==> config.mk <==
export PLATFORM = sky130hd
export DESIGN_NAME = inner_product_seq
export DESIGN_NICKNAME = d
export VERILOG_FILES = /design/src/rtl/inner_product_pkg.sv /design/src/rtl/radix4_booth_mult.sv /design/src/rtl/inner_product_seq.sv
export SDC_FILE = /design/constraint.sdc
export NUM_CORES = 1
export LEC_CHECK = 0
export ABC_AREA = 0
export CAP_MARGIN = 10
export CORE_UTILIZATION = 58
export CTS_CLUSTER_SIZE = 30
export DETAILED_ROUTE_END_ITERATION = 8
export PLACE_DENSITY = 0.86
export SLEW_MARGIN = 20
export SYNTH_ARGS = -nofsm -noshare
export SYNTH_HDL_FRONTEND = slang
export SYNTH_SLANG_ARGS = --single-unit
export TNS_END_PERCENT = 5
==> constraint.sdc <==
create_clock -name clk -period 8.3 [get_ports clk]
set_clock_uncertainty 0.05 [all_clocks]
set_input_delay 2.49 -clock clk [delete_from_list [all_inputs] [get_ports clk]]
set_output_delay 2.49 -clock clk [all_outputs]
set_load 0.01 [all_outputs]
==> src/rtl/inner_product_pkg.sv <==
// Shared types and width helpers for the sequential inner-product engine.
// Optional product pipeline stage is selected with INNER_PRODUCT_PIPE_EN.
package inner_product_pkg;

    typedef enum logic [1:0] {
        IDLE  = 2'd0,
        RUN   = 2'd1,
        DRAIN = 2'd2,
        DONE  = 2'd3
    } state_t;

    // Element counter width; a single-element vector still needs one bit.
    function automatic int clog2_min1(input int n);
        return (n > 1) ? $clog2(n) : 1;
    endfunction

    // Sum of n full-width w x w products can never exceed this many bits.
    function automatic int result_width(input int w, input int n);
        return 2 * w + $clog2(n);
    endfunction

endpackage

==> src/rtl/radix4_booth_mult.sv <==
// Combinational signed W x W -> 2W multiplier using radix-4 Booth recoding.
// W must be even so the top Booth digit lands on the sign bit of b.
module radix4_booth_mult #(
    parameter int W = 8
) (
    input  logic signed [W-1:0]   a,
    input  logic signed [W-1:0]   b,
    output logic signed [2*W-1:0] p
);

    logic signed [2*W-1:0] a_ext;
    logic        [W:0]     b_ext;

    assign a_ext = (2*W)'(a);
    assign b_ext = {b, 1'b0};

    // Booth digit {-2,-1,0,+1,+2} selected by overlapping bit triplets of b.
    function automatic logic signed [2*W-1:0] booth_pp(
        input logic [2:0]            grp,
        input logic signed [2*W-1:0] m
    );
        case (grp)
            3'b001, 3'b010: return m;
            3'b011:         return m <<< 1;
            3'b100:         return -(m <<< 1);
            3'b101, 3'b110: return -m;
            default:        return '0;
        endcase
    endfunction

    // NOTE: blocking '=' is correct here -- each loop pass must see the running sum of the previous pass.
    always_comb begin
        p = '0;
        for (int i = 0; i < W / 2; i++) begin
            p = p + (booth_pp(b_ext[2*i +: 3], a_ext) <<< (2 * i));
        end
    end

endmodule

==> src/rtl/inner_product_seq.sv <==
// Sequential N-element signed dot product, one Booth multiply per cycle, valid/ready on both sides.
// Define INNER_PRODUCT_PIPE_EN to register the product and add a DRAIN state (latency N+1).
module inner_product_seq
    import inner_product_pkg::*;
#(
    parameter int W = 8,
    parameter int N = 3
) (
    input  logic                                  clk,
    input  logic                                  rst,
    input  logic                                  in_valid,
    output logic                                  in_ready,
    input  logic [N*W-1:0]                        a,
    input  logic [N*W-1:0]                        b,
    output logic                                  out_valid,
    input  logic                                  out_ready,
    output logic signed [result_width(W, N)-1:0]  p,
    output logic                                  busy
);

    localparam int PW = result_width(W, N);
    localparam int CW = clog2_min1(N);
    localparam logic [CW-1:0] LAST = CW'(N - 1);

    state_t                state, state_next;
    logic [CW-1:0]         cnt;
    logic                  last;
    logic [N*W-1:0]        a_reg, b_reg;
    logic signed [2*W-1:0] prod;
    logic signed [PW-1:0]  prod_ext, acc, acc_sum;

    assign last = (cnt == LAST);

    radix4_booth_mult #(.W(W)) u_mult (
        .a (a_reg[cnt*W +: W]),
        .b (b_reg[cnt*W +: W]),
        .p (prod)
    );

`ifdef INNER_PRODUCT_PIPE_EN
    logic signed [2*W-1:0] prod_q;
    assign prod_ext = PW'(prod_q);
`else
    assign prod_ext = PW'(prod);
`endif

    assign acc_sum = acc + prod_ext;

    // NOTE: sequential state uses non-blocking '<=' so every register samples pre-edge values.
    always_ff @(posedge clk) begin
        if (rst) begin
            state <= IDLE;
        end else begin
            state <= state_next;
        end
    end

    // NOTE: every output of this block is defaulted first so no path can infer a latch.
    always_comb begin
        state_next = state;
        in_ready   = 1'b0;
        out_valid  = 1'b0;
        busy       = 1'b0;
        case (state)
            IDLE: begin
                in_ready = 1'b1;
                if (in_valid) state_next = RUN;
            end
            RUN: begin
                busy = 1'b1;
`ifdef INNER_PRODUCT_PIPE_EN
                if (last) state_next = DRAIN;
`else
                if (last) state_next = DONE;
`endif
            end
`ifdef INNER_PRODUCT_PIPE_EN
            DRAIN: begin
                busy       = 1'b1;
                state_next = DONE;
            end
`endif
            DONE: begin
                out_valid = 1'b1;
                if (out_ready) state_next = IDLE;
            end
            default: state_next = IDLE;
        endcase
    end

    // NOTE: operand registers take no reset; they are always reloaded on acceptance before being read.
    always_ff @(posedge clk) begin
        if (state == IDLE && in_valid) begin
            a_reg <= a;
            b_reg <= b;
        end
    end

    always_ff @(posedge clk) begin
        if (rst) begin
            cnt    <= '0;
            acc    <= '0;
            p      <= '0;
`ifdef INNER_PRODUCT_PIPE_EN
            prod_q <= '0;
`endif
        end else begin
            case (state)
                IDLE: begin
                    if (in_valid) begin
                        cnt    <= '0;
                        acc    <= '0;
`ifdef INNER_PRODUCT_PIPE_EN
                        prod_q <= '0;
`endif
                    end
                end
                RUN: begin
                    acc <= acc_sum;
                    cnt <= last ? '0 : cnt + 1'b1;
`ifdef INNER_PRODUCT_PIPE_EN
                    prod_q <= prod;
`else
                    if (last) p <= acc_sum;
`endif
                end
`ifdef INNER_PRODUCT_PIPE_EN
                // Product register still holds the final element's product.
                DRAIN: p <= acc_sum;
`endif
                default: ;
            endcase
        end
    end

endmodule

-- Word-level counts from Yosys, hierarchy flattened
Index checks and enable logic that the tools add are counted.
- register bits after elaboration: 88
- input bits: 52
- output and inout port bits: 21
- logic and storage cells: 70
- add/subtract/negate cells: 7
- equal/unequal tests: 27
- shifts and indexed selects: 2
- muxes and demuxes: 16
- reductions and logical operators: 12
- operators with widths (cell ; number):
    case mux 14 bit (4 select lines) ; 1
    adder 16 bit ; 3
    case mux 12 bit (4 select lines) ; 1
    case mux 16 bit (3 select lines) ; 1
    indexed part select 24 x 6 -> 8 bit ; 2
    case mux 10 bit (4 select lines) ; 1
    case mux 18 bit (2 select lines) ; 1
    equality test 3 bit, second input constant ; 9
    adder 18 x 16 -> 18 bit ; 1
    equality test 3 x 2 -> 1 bit, second input constant ; 6
    two-way mux 18 bit ; 1
    negation 8 -> 16 bit ; 1
    negation 9 -> 16 bit ; 1
    OR reduction 2 bit ; 6
    two-way mux 2 bit ; 5
    equality test 3 x 1 -> 1 bit, second input constant ; 3
    equality test 2 bit, second input constant ; 4
    != test 2 bit, second input constant ; 3
    case mux 2 bit (3 select lines) ; 1
    equality test 2 x 1 -> 1 bit, second input constant ; 2
    case mux 2 bit (2 select lines) ; 1
    AND reduction 2 bit ; 2
    two-way mux 1 bit ; 3
    AND reduction 3 bit ; 1
    other kinds (4) ; 4

-- Logic depth before layout (Yosys ltp)
Gate-level depths: netlist of the first run.
- depth after elaboration: 9
- mapped depth: 37
- depth with buffers taken out: 35

-- Modules after synthesis
From an unflattened synthesis of the first run, not the netlist that was laid out.
- cells, all modules: 795
- area total of the unflattened synthesis: 6836.6 um2
- by module, submodules not included (module ; times used ; cells an instance ; area each (um2) ; seq. area each (um2)):
    inner_product_seq ; 1 ; 388 ; 4005.1 ; 2242.2
    radix4_booth_mult ; 1 ; 407 ; 2831.5 ; 0.0

-- Least setup slack after synthesis of the first run
OpenSTA, ideal clock, no wires.
- kind: reg2reg
- from: reg cnt[1]
- to: reg acc[17]
- setup time: 0.075 ns
- data arrival time: 6.878 ns
- required time: 8.175 ns
- slack: 1.297 ns
- stages on the path, launching flop included: 36
- period minus slack after synthesis: 7.003 ns
- cells stage by stage: dfxtp_1 > buf_6 > mux2i_1 > a2bb2oi_2 > ha_1 > clkbuf_1 > nand3b_1 > nor3_1 > xor2_1 > nor2_1 > a21oi_1 > nor2_1 > nor2_1 > a21oi_1 > fa_1 > inv_1 > fa_1 > inv_1 > ha_1 > a21boi_0 > o21ai_0 > nand2b_1 > a21o_1 > a21oi_1 > o21bai_1 > a21oi_1 > xnor2_1 > ha_1 > o21a_1 > o211a_1 > a221oi_1 > nand2_1 > a31oi_1 > xor3_2 > or2_1 > a31oi_1
- cells in the longest elaborated chain, start to end: 9
- elaborated cells between the ends (all ways): 40
- classes of those cells: 6 x add/sub; 21 x eq/ne; 2 x shift; 5 x mux; 6 x reduce/logical
- RTL lines (item ; line ; RTL):
    from (decl) ; inner_product_seq.sv:26 ; logic [CW-1:0] cnt;
    from (signal assigned) ; inner_product_seq.sv:120 ; cnt <= last ? '0 : cnt + 1'b1;
    branches (longest 6 deep; another with negation 9 -> 16 bit) ; -- ;
    adder 16 bit (*) ; radix4_booth_mult.sv:35 ; p = p + (booth_pp(b_ext[2*i +: 3], a_ext) <<< (2 * i));
    adder 18 x 16 -> 18 bit (*) ; inner_product_seq.sv:47 ; assign acc_sum = acc + prod_ext;
    case mux 18 bit (2 select lines) (*) ; inner_product_seq.sv:108 ; case (state)
    to (signal assigned) ; inner_product_seq.sv:119 ; acc <= acc_sum;
    to (decl) ; inner_product_seq.sv:30 ; logic signed [PW-1:0] prod_ext, acc, acc_sum;
Every way passes the cells marked *.
A chain may end at the register's enable or synchronous reset.

-- Worst setup path after layout of the first run
Same ends and word-level chain as after synthesis.

==> metrics.txt, run 1 <==
Async S/R FF share, synth=0; Data required, critical path=8.52 ns; RSZ-0062 raised after global routing=false; DRC Markers=0; nets=945; post-place setup slack=0.629 ns; Clock Sink Count=88; Antenna Nets Post-Route=0; hold path startpoint=p[14]; final setup violation count=0; P per Cell Area=437 nW/um2; number of global-route vias before repair=6150; reg-to-reg endpoint=acc[17]; first-pass GRT wire length=32500 um; vias=6151; Mapped Nets=884; Area Growth Syn to Fin=16.3%; All-Layer GR Usage=0.335; fin crit period=7.69 ns; Synth cell types=77; Worst path max stage delay=0.57 ns; Synth Register Bits=88; Most used DFF post-synth=edfxtp_1; final core occ=0.696; Die Height=111 um; CTS buffer count=9; initial antenna violation count=0; register area share after synthesis=0.327; die area=12300 um2; DR pass1 iterations=6; post-synthesis cell count=775; number of H-tree levels=3; CORE AREA=11500 um2; dpl hpwl=14500 um; # port buffers=72; CP max stage cell=fa_1; chip width=111 um; I/O pin cnt=73; Final Wtd Congestion=0.973; Hold WC Path Type=flip-flop to flip-flop; WL/cell=20.0 um; startpoint type of the worst setup path=flip-flop; Initial Util=0.598; number of synthesized flops with an enable pin=48; Max-slew headroom=0.335; peak fanout along the critical path=11; P_leak=3.13 nW; critical path arrival=7.91 ns; CP Capture Type=flip-flop; Min-Delay Endpoint=p[14]; Max Clk Rate=0.130 GHz; largest net degree at the start of global routing=50; Final Routed Wirelength=19600 um; Antenna Cells=0; setup_tns=0 ns; # Post-CTS Setup Buffers=0; DR iter-0 viols=639; Avg Cell Area, Syn=8.85 um2; clock latency on the worst-skew pair=0.34 ns; Longest Clk Path Bufs=2; max-cap violations=0; register-to-register setup slack=0.61 ns; Post-Synthesis Cell Area=6860 um2; Root Buffer=clkbuf_16; period utilization=0.927; final hold violations=0; Worst-Margin Slew=0.998 ns; setup ws final=0.608 ns; GRT overflow=0; CP Class=flip-flop to flip-flop; proportion of layout cells with a drive suffix above 1=0.0821; Hold Crit Depth=2; Core Rows=39; CTS tree=yes; Hold WS=0.404 ns; drt via density=6.26; status=finished, final reports clean; Slew Limit Fails=0; CTS Hold Bufs=0; clk slew on worst S/H paths=0.06 ns; reg2reg path depth=30; synth warn=0; FF-to-FF Start=cnt[1]; Max VDD drop=0.338 mV
==> worst max-delay path, delay by kind of cell (launching register included) <==
| kind | cells | cell delay, ns |
|---|---|---|
| compound gates | 10 | 2.08 |
| fa+ha+maj | 5 | 2.04 |
| simple gates | 7 | 1.55 |
| buf+inv | 5 | 0.72 |
| xor+xnor | 2 | 0.47 |
| flops | 1 | 0.38 |
| mux | 1 | 0.31 |
==> where the power goes <==
group | switching [W] | total (W) | internal (W)
combinational | 0.00154 | 0.00259 | 0.00105
clock | 0.000165 | 0.000365 | 0.000199
sequential | 0.0000237 | 0.000531 | 0.000507
total | 0.00173 | 0.00348 | 0.00176
==> per-layer routing <==
metal	wire, um	up-vias	global-route usage
met5	0	-	0
met4	672	0	0.144
met3	1440	50	0.0569
met2	9230	310	0.539
met1	8310	2899	0.448
li1	-	2892	-
==> worst max path at each step <==
stage / slack [ns] / end / cells past startpoint / start
floorplan: 1.30 / acc[17] / 35 / cnt[1]
global placement: 0.85 / acc[17] / 30 / cnt[1]
detailed placement: 0.63 / acc[17] / 32 / cnt[1]
CTS: 0.57 / acc[17] / 32 / cnt[1]
global route: 0.07 / acc[17] / 35 / cnt[1]
finish: 0.61 / acc[17] / 30 / cnt[1]
==> cells in the mapped netlist, drive strengths merged, types with 2 or more instances <==
| library cell | instances | share of area |
|---|---|---|
| o31ai | 4 | 0.0044 |
| a21o | 11 | 0.012 |
| dfxtp | 40 | 0.12 |
| o21a | 3 | 0.0033 |
| a31oi | 12 | 0.011 |
| buf | 18 | 0.019 |
| nor3 | 17 | 0.012 |
| nand2b | 8 | 0.0073 |
| clkbuf | 29 | 0.016 |
| or3 | 2 | 0.0026 |
| o211ai | 5 | 0.0055 |
| a211oi | 12 | 0.014 |
| mux2i | 17 | 0.027 |
| o2bb2ai | 7 | 0.017 |
| ha | 35 | 0.064 |
| a21oi | 83 | 0.061 |
| o211a | 2 | 0.0029 |
| o22a | 3 | 0.0038 |
| o41ai | 2 | 0.0037 |
| o21ai | 27 | 0.020 |
| xor2 | 12 | 0.016 |
| nor2 | 77 | 0.043 |
| a22oi | 7 | 0.0077 |
| a21boi | 3 | 0.0033 |
| edfxtp | 48 | 0.21 |
| nand3 | 22 | 0.016 |
| nand3b | 5 | 0.0055 |
| o21bai | 2 | 0.0022 |
| nor2b | 5 | 0.0057 |
| or2 | 3 | 0.0027 |
| and3 | 4 | 0.0036 |
| nor3b | 4 | 0.0044 |
| o22ai | 12 | 0.011 |
| and2 | 3 | 0.0031 |
| nor4 | 2 | 0.0040 |
| fa | 22 | 0.064 |
| o221ai | 3 | 0.0064 |
| inv | 47 | 0.026 |
| nand2 | 95 | 0.052 |
| a221oi | 12 | 0.015 |
| xnor2 | 29 | 0.038 |
| a2bb2oi | 8 | 0.015 |
| nand4b | 3 | 0.0038 |
==> kinds of logic (layout without fill, tap and decap cells) <==
kind of cell	Yosys count	count (layout)	synth area share
AO/OA/AOI/OAI	224	224	0.227
XOR/XNOR	43	43	0.0617
adder cells (fa/ha/maj)	57	57	0.128
buffers and inverters	94	159	0.0611
flip-flops	88	88	0.327
multiplexers	17	17	0.0272
AND/OR/NAND/NOR	252	252	0.168
==> per-stage QoR <==
stage | instance area [um2] | total power, W | instances
finish | 7980 | 0.00348 | 983
global route | 7980 | 0.00378 | 983
CTS | 7970 | 0.00344 | 983
detailed placement | 7710 | 0.00305 | 968
global placement | 7710 | 0.00293 | 968
floorplan | 6860 | 0.00245 | 775
==> area by class of cell <==
class | instances | area (um2)
clock buffers | 9 | 225
clock inverters | 6 | 36.3
fillers | 871 | 3490
inverters | 47 | 176
multi-input cells | 593 | 4210
flip-flops and latches | 88 | 2240
well taps | 143 | 179
repair buffers | 97 | 908
==> cells in the final DEF, fill, tap and decap left out, types with 12 or more instances in the layout <==
| cell type | Yosys | routed |
|---|---|---|
| a21oi_1 | 83 | 83 |
| a221oi_1 | 12 | 12 |
| a31oi_1 | 12 | 12 |
| buf_4 | 1 | 25 |
| clkdlybuf4s50_1 | 0 | 72 |
| dfxtp_1 | 40 | 40 |
| edfxtp_1 | 48 | 48 |
| fa_1 | 22 | 22 |
| ha_1 | 35 | 34 |
| inv_1 | 44 | 43 |
| mux2i_1 | 15 | 15 |
| nand2_1 | 94 | 94 |
| nand3_1 | 22 | 22 |
| nor2_1 | 76 | 76 |
| nor3_1 | 17 | 17 |
| o21ai_0 | 26 | 25 |
| o22ai_1 | 12 | 12 |
| xnor2_1 | 28 | 28 |
==> timing repair <==
action / CTS / global route
resized for setup: 0 / 1
hold endpoints to repair: 0 / 0
endpoints found under the setup margin: 0 / 1
Power figures use the tool's default switching activity.
==> run 2, diff against run 1 <==
CORE_UTILIZATION = 65   (was 58)
DONT_BUFFER_PORTS = 1   (was not set)
==> run 2 against run 1 <==
Compared with the run above: utilization fell by 0.25 points; critical path depth rose by 1; clock power fell by 27%; worst setup slack got worse by 0.11 ns; first-iteration DRC count fell by 10%; combinational power barely moved; fmax fell by 1.5%; largest cell class unchanged; global-route usage rose by 1.1 points; cell area fell by 11%; non-clock buffer count fell by 76; hold slack improved by 0.017 ns; via count fell by 4.2%.
==> metrics.txt, run 2 (synthesis results as in run 1) <==
Core Rows=37 (was 39); All-Layer GR Usage=0.346 (was 0.335); Crit path top cell by count=a21oi_1; Root Buffer=clkbuf_8 (was clkbuf_16); hold path startpoint=acc[10] (was p[14]); Worst-Margin Slew=1.13 ns (was 0.998 ns); FF-to-FF Start=cnt[1] (unchanged); Final Routed Wirelength=18000 um (was 19600 um); WL/cell=20.0 um (about the same); clk slew on worst S/H paths=0.09 ns (was 0.06 ns); CTS buffer count=9 (unchanged); post_cts resized=0 (unchanged); Longest Clk Path Bufs=2 (unchanged); Max VDD drop=0.387 mV (was 0.338 mV); first-pass GRT wire length=29600 um (was 32500 um); startpoint type of the worst setup path=flip-flop (unchanged); max-cap violations=0 (unchanged); Hold WC Path Type=flip-flop to flip-flop (unchanged); Data required, critical path=8.55 ns (was 8.52 ns); status=finished, final reports clean (unchanged); vias=5895 (was 6151); reg-to-reg endpoint=acc[17] (unchanged); Die Height=105 um (was 111 um); Area Growth Syn to Fin=3.89% (was 16.3%); critical path arrival=8.06 ns (was 7.91 ns); drt via density=6.54 (was 6.26); die area=11000 um2 (was 12300 um2); peak fanout along the critical path=19 (was 11); most frequent cells in the layout=nand2_1 (94), a21oi_1 (83), nor2_1 (76), edfxtp_1 (48), inv_1 (43) (was nand2_1 (94), a21oi_1 (83), nor2_1 (76), clkdlybuf4s50_1 (72), edfxtp_1 (48)); dpl hpwl=13200 um (was 14500 um); fin crit period=7.81 ns (was 7.69 ns); most common cell after layout, fill and taps aside=nand2_1 (unchanged); DR iter-0 viols=572 (was 639); reg2reg path depth=31 (was 30); setup_tns=0 ns (unchanged); register-to-register setup slack=0.49 ns (was 0.61 ns); period utilization=0.940 (was 0.927); Final Wtd Congestion=0.944 (was 0.973); top cell family by delay on the critical path=compound AO/OA/AOI/OAI gates (unchanged); CP Class=flip-flop to flip-flop (unchanged); worst path bufs/invs=1 (was 5); Max Clk Rate=0.128 GHz (was 0.130 GHz); CTS Hold Bufs=0 (unchanged); clock latency on the worst-skew pair=0.37 ns (was 0.34 ns); Antenna Nets Post-Route=0 (unchanged); Antenna Cells=0 (unchanged); P per Cell Area=472 nW/um2 (was 437 nW/um2); DR pass1 iterations=6 (unchanged); final hold violations=0 (unchanged); Slew Limit Fails=0 (unchanged); largest net degree at the start of global routing=50 (unchanged); CTS tree=yes (unchanged); DRC Markers=0 (unchanged); Hold Crit Depth=2 (unchanged); Clock Sink Count=88 (unchanged); chip width=105 um (was 111 um); GRT overflow=0 (unchanged); final setup violation count=0 (unchanged); RSZ-0062 raised after global routing=false (unchanged); # Post-CTS Setup Buffers=0 (unchanged); I/O pin cnt=73 (unchanged); Min-Delay Endpoint=acc[10] (was p[14]); CORE AREA=10300 um2 (was 11500 um2); Pwr Total=0.00336 W (was 0.00348 W); nets=869 (was 945); Max-slew headroom=0.248 (was 0.335); number of global-route vias before repair=5812 (was 6150); CP Capture Type=flip-flop (unchanged); CP max stage cell=a21oi_1 (was fa_1); Initial Util=0.667 (was 0.598); number of H-tree levels=3 (unchanged); initial antenna violation count=0 (unchanged); fill count=800 (was 871); Worst path max stage delay=0.87 ns (was 0.57 ns); proportion of layout cells with a drive suffix above 1=0.0863 (was 0.0821); # port buffers=0 (was 72); P_leak=2.79 nW (was 3.13 nW)
[run 2: cell types whose count changed in the layout (fill, tap and decap cells not counted)]
cell | previous run | this run
buf_4 | 25 | 21
clkbuf_1 | 0 | 1
clkbuf_16 | 9 | 0
clkbuf_8 | 0 | 9
clkdlybuf4s50_1 | 72 | 0
clkinv_1 | 4 | 2
clkinvlp_2 | 0 | 1
ha_1 | 34 | 35
ha_2 | 1 | 0
inv_6 | 1 | 2
[run 2: worst max path at each step]
stage           start       to  slack [ns]  cells past startpoint
6_report       cnt[1]  acc[17]        0.49                     31
2_1_floorplan  cnt[1]  acc[17]        1.30                     35
3_3_place_gp   cnt[1]  acc[17]        0.85                     29
5_1_grt        cnt[0]  acc[17]       0.002                     32
3_5_place_dp   cnt[1]  acc[17]        0.60                     33
4_1_cts        cnt[1]  acc[17]        0.56                     33
[run 2: power breakdown]
| group | internal [W] | switching (W) | total, W |
|---|---|---|---|
| Clock | 0.000110 | 0.000158 | 0.000267 |
| Combinational | 0.00102 | 0.00155 | 0.00257 |
| Sequential | 0.000506 | 0.0000255 | 0.000532 |
| Total | 0.00164 | 0.00173 | 0.00336 |
[run 2: through the flow]
| stage | cells | utilization | instance area [um2] | worst slack, ns | hold slack [ns] |
|---|---|---|---|---|---|
| 2_1_floorplan | 775 | - | 6860 | 1.30 | 0.402 |
| 3_3_place_gp | 884 | 0.675 | 6940 | 0.850 | 0.403 |
| 3_5_place_dp | 884 | 0.675 | 6940 | 0.598 | 0.407 |
| 4_1_cts | 900 | 0.692 | 7110 | 0.559 | 0.419 |
| 5_1_grt | 901 | 0.693 | 7120 | 0.00176 | 0.453 |
| 6_report | 901 | 0.693 | 7120 | 0.494 | 0.421 |
[run 2: worst min-delay path, stage by stage (launching register included)]
cell and delay, ns:
dfxtp_1 0.32, nand3_1 0.06, a21oi_1 0.06
[run 2: cell type report]
type                       count  area [um2]  area share
clock buffer                  10         128      0.0179
clock inverter                 6        42.5     0.00597
inverter                      47         176      0.0248
multi-input combinational    593        4210       0.591
sequential                    88        2240       0.315
tap                          136         170      0.0239
timing repair buffer          21         158      0.0221
[run 2: layer usage]
layer	wire [um]	up-vias	share of wire	global-route usage
met5	0	-	0	0
met4	739	0	0.041	0.176
met3	1630	54	0.090	0.0580
met2	8200	335	0.45	0.545
met1	7470	2759	0.41	0.460
li1	-	2747	-	-
